File: config.mk
export PLATFORM = sky130hd
export DESIGN_NAME = inst_queue
export DESIGN_NICKNAME = d
export VERILOG_FILES = /design/src/rtl/inst_queue.sv
export SDC_FILE = /design/constraint.sdc
export NUM_CORES = 1
export LEC_CHECK = 0
export ABC_AREA = 0
export CAP_MARGIN = 20
export CORE_MARGIN = 3
export CORE_UTILIZATION = 51
export CTS_BUF_LIST = sky130_fd_sc_hd__clkbuf_8
export CTS_CLUSTER_DIAMETER = 40
export DETAILED_ROUTE_END_ITERATION = 16
export PLACE_DENSITY_LB_ADDON = 0.3
export SYNTH_ARGS = -nofsm -noshare
export SYNTH_HDL_FRONTEND = slang
export SYNTH_SLANG_ARGS = --single-unit
File: constraint.sdc
create_clock -name clk -period 3.1 [get_ports clk]
set_input_delay 0.465 -clock clk [delete_from_list [all_inputs] [get_ports clk]]
set_output_delay 0.465 -clock clk [all_outputs]
set_load 0.02 [all_outputs]
File: src/rtl/inst_queue.sv
// Fetch-to-decode instruction queue: circular FIFO of {instruction, address} pairs
// with valid/ready on both sides, flush for redirects and a NOP bubble when empty.
`timescale 1ns/1ps
module inst_queue #(
  parameter int unsigned XLEN     = 32,
  parameter int unsigned DEPTH    = 4,
  parameter logic [31:0] NOP_INST = 32'h0000_0013
) (
  input  logic                     clk,
  input  logic                     rst_n,
  input  logic                     flush,
  input  logic                     in_valid,
  output logic                     in_ready,
  input  logic [XLEN-1:0]          in_inst,
  input  logic [XLEN-1:0]          in_addr,
  output logic                     out_valid,
  input  logic                     out_ready,
  output logic [XLEN-1:0]          out_inst,
  output logic [XLEN-1:0]          out_addr,
  output logic [$clog2(DEPTH):0]   count
);

  localparam int unsigned PW = $clog2(DEPTH);
  localparam int unsigned CW = PW + 1;
  localparam logic [PW-1:0] PTR_ONE  = PW'(1);
  localparam logic [CW-1:0] CNT_ONE  = CW'(1);
  localparam logic [CW-1:0] CNT_FULL = CW'(DEPTH);
  localparam logic [CW-1:0] CNT_ZERO = CW'(0);

  logic [2*XLEN-1:0] mem_q [DEPTH];
  logic [PW-1:0]     wr_ptr_q, wr_ptr_d;
  logic [PW-1:0]     rd_ptr_q, rd_ptr_d;
  logic [CW-1:0]     count_q,  count_d;
  logic              push_s, pop_s;
  logic [2*XLEN-1:0] head_s;

  assign in_ready  = (count_q != CNT_FULL);
  assign out_valid = (count_q != CNT_ZERO);
  assign push_s    = in_valid & in_ready;
  assign pop_s     = out_valid & out_ready;
  assign head_s    = mem_q[rd_ptr_q];
  assign out_inst  = out_valid ? head_s[2*XLEN-1:XLEN] : NOP_INST[XLEN-1:0];
  assign out_addr  = out_valid ? head_s[XLEN-1:0] : {XLEN{1'b0}};
  assign count     = count_q;

  // Next-state for pointers and occupancy; flush overrides any handshake.
  always_comb begin
    wr_ptr_d = wr_ptr_q;
    rd_ptr_d = rd_ptr_q;
    count_d  = count_q;
    if (flush) begin
      wr_ptr_d = {PW{1'b0}};
      rd_ptr_d = {PW{1'b0}};
      count_d  = CNT_ZERO;
    end else begin
      if (push_s) begin
        wr_ptr_d = wr_ptr_q + PTR_ONE;
      end else begin
        wr_ptr_d = wr_ptr_q;
      end
      if (pop_s) begin
        rd_ptr_d = rd_ptr_q + PTR_ONE;
      end else begin
        rd_ptr_d = rd_ptr_q;
      end
      case ({push_s, pop_s})
        2'b10:   count_d = count_q + CNT_ONE;
        2'b01:   count_d = count_q - CNT_ONE;
        default: count_d = count_q;
      endcase
    end
  end

  // Control state registers.
  always_ff @(posedge clk or negedge rst_n) begin
    if (!rst_n) begin
      wr_ptr_q <= {PW{1'b0}};
      rd_ptr_q <= {PW{1'b0}};
      count_q  <= CNT_ZERO;
    end else begin
      wr_ptr_q <= wr_ptr_d;
      rd_ptr_q <= rd_ptr_d;
      count_q  <= count_d;
    end
  end

  // Entry storage; contents are left stale across reset and flush.
  always_ff @(posedge clk) begin
    if (push_s && !flush) begin
      mem_q[wr_ptr_q] <= {in_inst, in_addr};
    end
  end

endmodule
# Yosys cells after proc, flatten, opt, wreduce, memory -nomap -nowiden

Memories as Yosys holds them, arrays and structs flattened.
Index checks and enable logic that the tools add are counted.

Reduce and logical (&&, ||, !) cells: 6
Add/sub/neg operators: 4
Bitwise operators: 2
Eq/ne operators: 3
Multiplexer cells: 10

Operator list:

| operator              | count |
|---|---|
| $mux W32              | 2 |
| $mux W2               | 4 |
| $pmux W3 S2           | 1 |
| $reduce_bool A3 Y1    | 2 |
| $add A2 B1 Y2 const B | 2 |
| $reduce_bool A2 Y1    | 2 |
| $add A3 B1 Y3 const B | 1 |
| $mux W3               | 1 |
| $ne A3 B3 Y1 const B  | 1 |
| $sub A3 B1 Y3 const B | 1 |
| $and A1 B1 Y1         | 2 |
| $eq A2 B1 Y1 const B  | 1 |
| $eq A2 B2 Y1 const B  | 1 |
| $mux W1               | 2 |
| $logic_and A1 B1 Y1   | 1 |
| $logic_not A1 Y1      | 1 |

Memories kept: 1
Input bits: 69
Word-level logic and storage cells: 29
Bits in writable memories: 256
Bits in registers: 7

Memory list:

| memory | depth | width | rd ports | clocked after memory_dff | wr ports | RTL line | text |
|---|---|---|---|---|---|---|---|
| mem_q  | 4     | 64    | 1        | 0                        | 1        | 30       | `logic [2*XLEN-1:0] mem_q [DEPTH];` |

# Logic depth before layout (Yosys ltp)

Depth in word-level cells: 5
Gate-level depth with buffers: 7
Mapped depth without buffers: 6

# Worst setup path after synthesis

OpenSTA, ideal clock, no wires.

Path type: register -> register
Start point: reg count_q[1], in the netlist count[1]
End point: mem mem_q[2][0] (netlist name), enable pin
Period minus slack after synthesis: 3,112 ps
Path slack: -12 ps
Setup time: 429 ps
Stages on the path, launching flop included: 5
Arrival: 2,683 ps
Data required time: 2,671 ps
Cell sequence: dfrtp_1 > clkbuf_1 > nor3b_1 > nor3_1 > and2_1

Word-level cells in the longest chain between the ends: 5

RTL lines:

| item                          | RTL line | text |
|---|---|---|
| from (decl)                   | 33       | `logic [CW-1:0] count_q, count_d;` |
| from (signal assigned)        | 83       | `count_q <= count_d;` |
| $ne A3 B3 Y1                  | 37       | `assign in_ready = (count_q != CNT_FULL);` |
| $and A1 B1 Y1                 | 39       | `assign push_s = in_valid & in_ready;` |
| $logic_and A1 B1 Y1           | 89       | `if (push_s && !flush) begin` |
| $mux W1                       | 89       |  |
| $mux W1 (implied by the code) | 90       | `mem_q[wr_ptr_q] <= {in_inst, in_addr};` |
| to (decl)                     | 30       |  |

Every way passes these cells.

# Final worst setup path

Start point: reg rd_ptr_q[0]
End point: out out_inst[22]

Word-level cells in the longest chain between the ends: 2

RTL lines:

| item                   | RTL line | text |
|---|---|---|
| from (decl)            | 32       | `logic [PW-1:0] rd_ptr_q, rd_ptr_d;` |
| from (signal assigned) | 78       | `rd_ptr_q <= {PW{1'b0}};` |
| from (signal assigned) | 82       | `rd_ptr_q <= rd_ptr_d;` |
| $mem_v2 Z4 W64         | --       |  |
| $mux W32               | 42       | `assign out_inst = out_valid ? head_s[2*XLEN-1:XLEN] : NOP_INST[XLEN-1:0];` |
| to (decl)              | 18       | `output logic [XLEN-1:0] out_inst,` |

Every way passes these cells.

==> run summary <==
share of post-route cells with drive strength above 1: 0.223
most area-hungry cell type in the Yosys netlist: edfxtp_1
initial DRC count: 305
Hold WS: 0.241 ns
worst hold path type: primary input to asynchronous set/reset pin
Synth Area per Inst: 21.6 um2
CP endpoint kind: output pin
pre-CTS setup slack: 0.402 ns
Leak: 0.00430 uW
M2 GR Usage: 0.315
share of async-settable or async-resettable flops after synthesis: 0.0266
first-pass GRT wire length: 32100 um
routed vias/inst: 5.44
Highest Clock Rate: 333 MHz
register area share after synthesis: 0.769
area growth from synthesis to layout: 26.6%
largest net degree at the start of global routing: 37
CP Data Required Time: 2.63 ns
Top Ports: 138
Clock Path Buffers: 3
Rel. slew slack: 0.705
crit path DAT: 2.54 ns
num rows: 51
total core area: 19600 um2
H-tree depth: 2
HPWL after detailed placement: 12500 um
Synth Area in Compound Gates: 0.0105
Buffers on Ports: 137
initial core utilization: 0.522
top-count cell post-synth: edfxtp_1
mux share of post-synthesis cell area: 0.141
Tmin final: 3.01 ns
number of buffers created by CTS: 42
post-synthesis xor/xnor area fraction: 0.00257
Post-Syn Area: 10200 um2
Final Power: 8860 uW
syn nets: 547
vias in the first global route: 5741
busiest layer in global routing: met2
CP Launch Type: register
PwrDens: 685 nW/um2
final max-slew violation count: 0
Avg WL per Cell: 21.4 um
TritonCTS clock tree: done
fin worst setup slack: 0.0937 ns
ANT cells: 0
layout net count: 730
initial antenna violation count: 1
Final Hold Vio Count: 0
via count: 5149
Total GRT Usage: 0.191
Slew @ Worst Pin: 0.438 ns
crit share post-route: 0.970
Num Clock Sinks: 263
Root Buffer: clkbuf_8
total negative slack: 0 ns
global route overflow: 0
top_reg_cell synth: edfxtp_1
Mapped Cells: 473
final setup vio count: 0
Post-synth EDFFs: 256
status: finished clean
total of max-cap violations: 0
register clock-pin slew on the reported worst setup and hold paths: 0.06 ns
Die Height: 148 um
Worst Setup Path Type: register to output pin
Synth cell types: 33
final core occ: 0.661
GP Congestion: 0.739
drt pass-1 iters: 4
wirelength, routed: 20200 um
final worst clock skew: 0.0179 ns
CTS Hold Buffers Added: 0
Die Wd: 148 um
Post-DRT Antenna Nets: 0
clock latency on the worst-skew pair: 0.52 ns
Post-synth top cells: edfxtp_1 (256), and2_1 (66), mux4_2 (64), buf_2 (9), clkbuf_1 (9)
synth warn: 0
Synth Area in Adders: 0.00685
synth top area cells: edfxtp_1 (75%), mux4_2 (14%), and2_1 (4.0%)
Synth top area share: 0.752
die area: 21800 um2
Simple-Gate Fraction of Synth Area: 0.0531
crit-path max FO: 22
met3 usage in global routing: 0.0494
synthesized flop and latch total: 263
GR Util met1: 0.257
peak supply drop: 0.000395 V
DRC: 0
main combinational cell family by area after synthesis: multiplexers
-- cell type report --
| cell class | count | area (um2) |
|---|---|---|
| clock inverters | 25 | 113 |
| flip-flops and latches | 263 | 7870 |
| multi-input cells | 178 | 2200 |
| inverters | 6 | 25.0 |
| repair buffers | 165 | 1800 |
| clock buffers | 44 | 606 |
| well taps | 265 | 332 |
| fillers | 1313 | 6640 |
-- cell usage in the layout, fill, tap and decap left out, drive strengths merged, types with 3 or more instances in the layout --
cell	synthesis	layout
and2	66	66
mux4	64	64
edfxtp	256	256
clkbuf	9	44
inv	6	17
nand2b	4	4
dlymetal6s2s	0	9
dfrtp	7	7
buf	17	28
nand3	3	3
or2	3	3
nor2	5	5
clkdlybuf4s50	0	127
a21oi	6	6
ha	4	4
clkinv	0	13
-- sequential cells by signal, indices dropped and copies added, names as in the netlist --
register,flops
mem_q,256
rd_ptr_q,2
wr_ptr_q,2
count,3
-- cells by family (layout without fill, tap and decap cells) --
logic type | after synthesis | in the layout
DFF | 263 | 263
and+or+nand+nor | 89 | 89
muxes | 64 | 64
buffers and inverters | 32 | 240
AOI/OAI and AO/OA | 17 | 17
adders and majority gates | 5 | 5
xor gates and xnor gates | 3 | 3
-- critical path, cell delays in order (launching register included) --
cell and delay [ns]:
dfrtp_4 0.52, buf_16 0.23, mux4_2 0.52, and2_1 0.18, clkdlybuf4s50_1 0.54
-- layer usage --
| layer | vias up | wire [um] |
|---|---|---|
| li1 | 2285 | - |
| met1 | 2662 | 8420 |
| met2 | 165 | 10100 |
| met3 | 35 | 1260 |
| met4 | 2 | 393 |
| met5 | - | 11 |
-- metrics by stage --
stage	cells	area (um2)
floorplan	473	10200
global placement	871	12100
detailed placement	871	12100
CTS	944	12900
global route	946	12900
finish	946	12900
-- final timing paths --
| path | start | slack [ns] | to | cells past startpoint |
|---|---|---|---|---|
| max | rd_ptr_q[0] | 0.09 | out_inst[22] | 4 |
| max reg2reg | count[1] | 1.00 | count[1] | 6 |
| min in group clk | in_addr[18] | 0.58 | mem_q[1][18] | 1 |
| min reg2reg | wr_ptr_q[1] | 0.61 | wr_ptr_q[1] | 2 |
| min | rst_n | 0.24 | wr_ptr_q[1] | 1 |
| max in group asynchronous | rst_n | 2.52 | rd_ptr_q[1] | 1 |
-- power by group --
part           switching (uW)  internal, uW
clock network            1230          1310
logic                    1070          1140
registers                63.3          4050
total                    2370          6500
-- what timing repair did --
item,4_1_cts,5_1_grt
resized for setup,4,11
cloned,0,0
endpoints found under the setup margin,54,22
buffers inserted,4,2
Note: power is estimated with default switching activity, not from simulation.
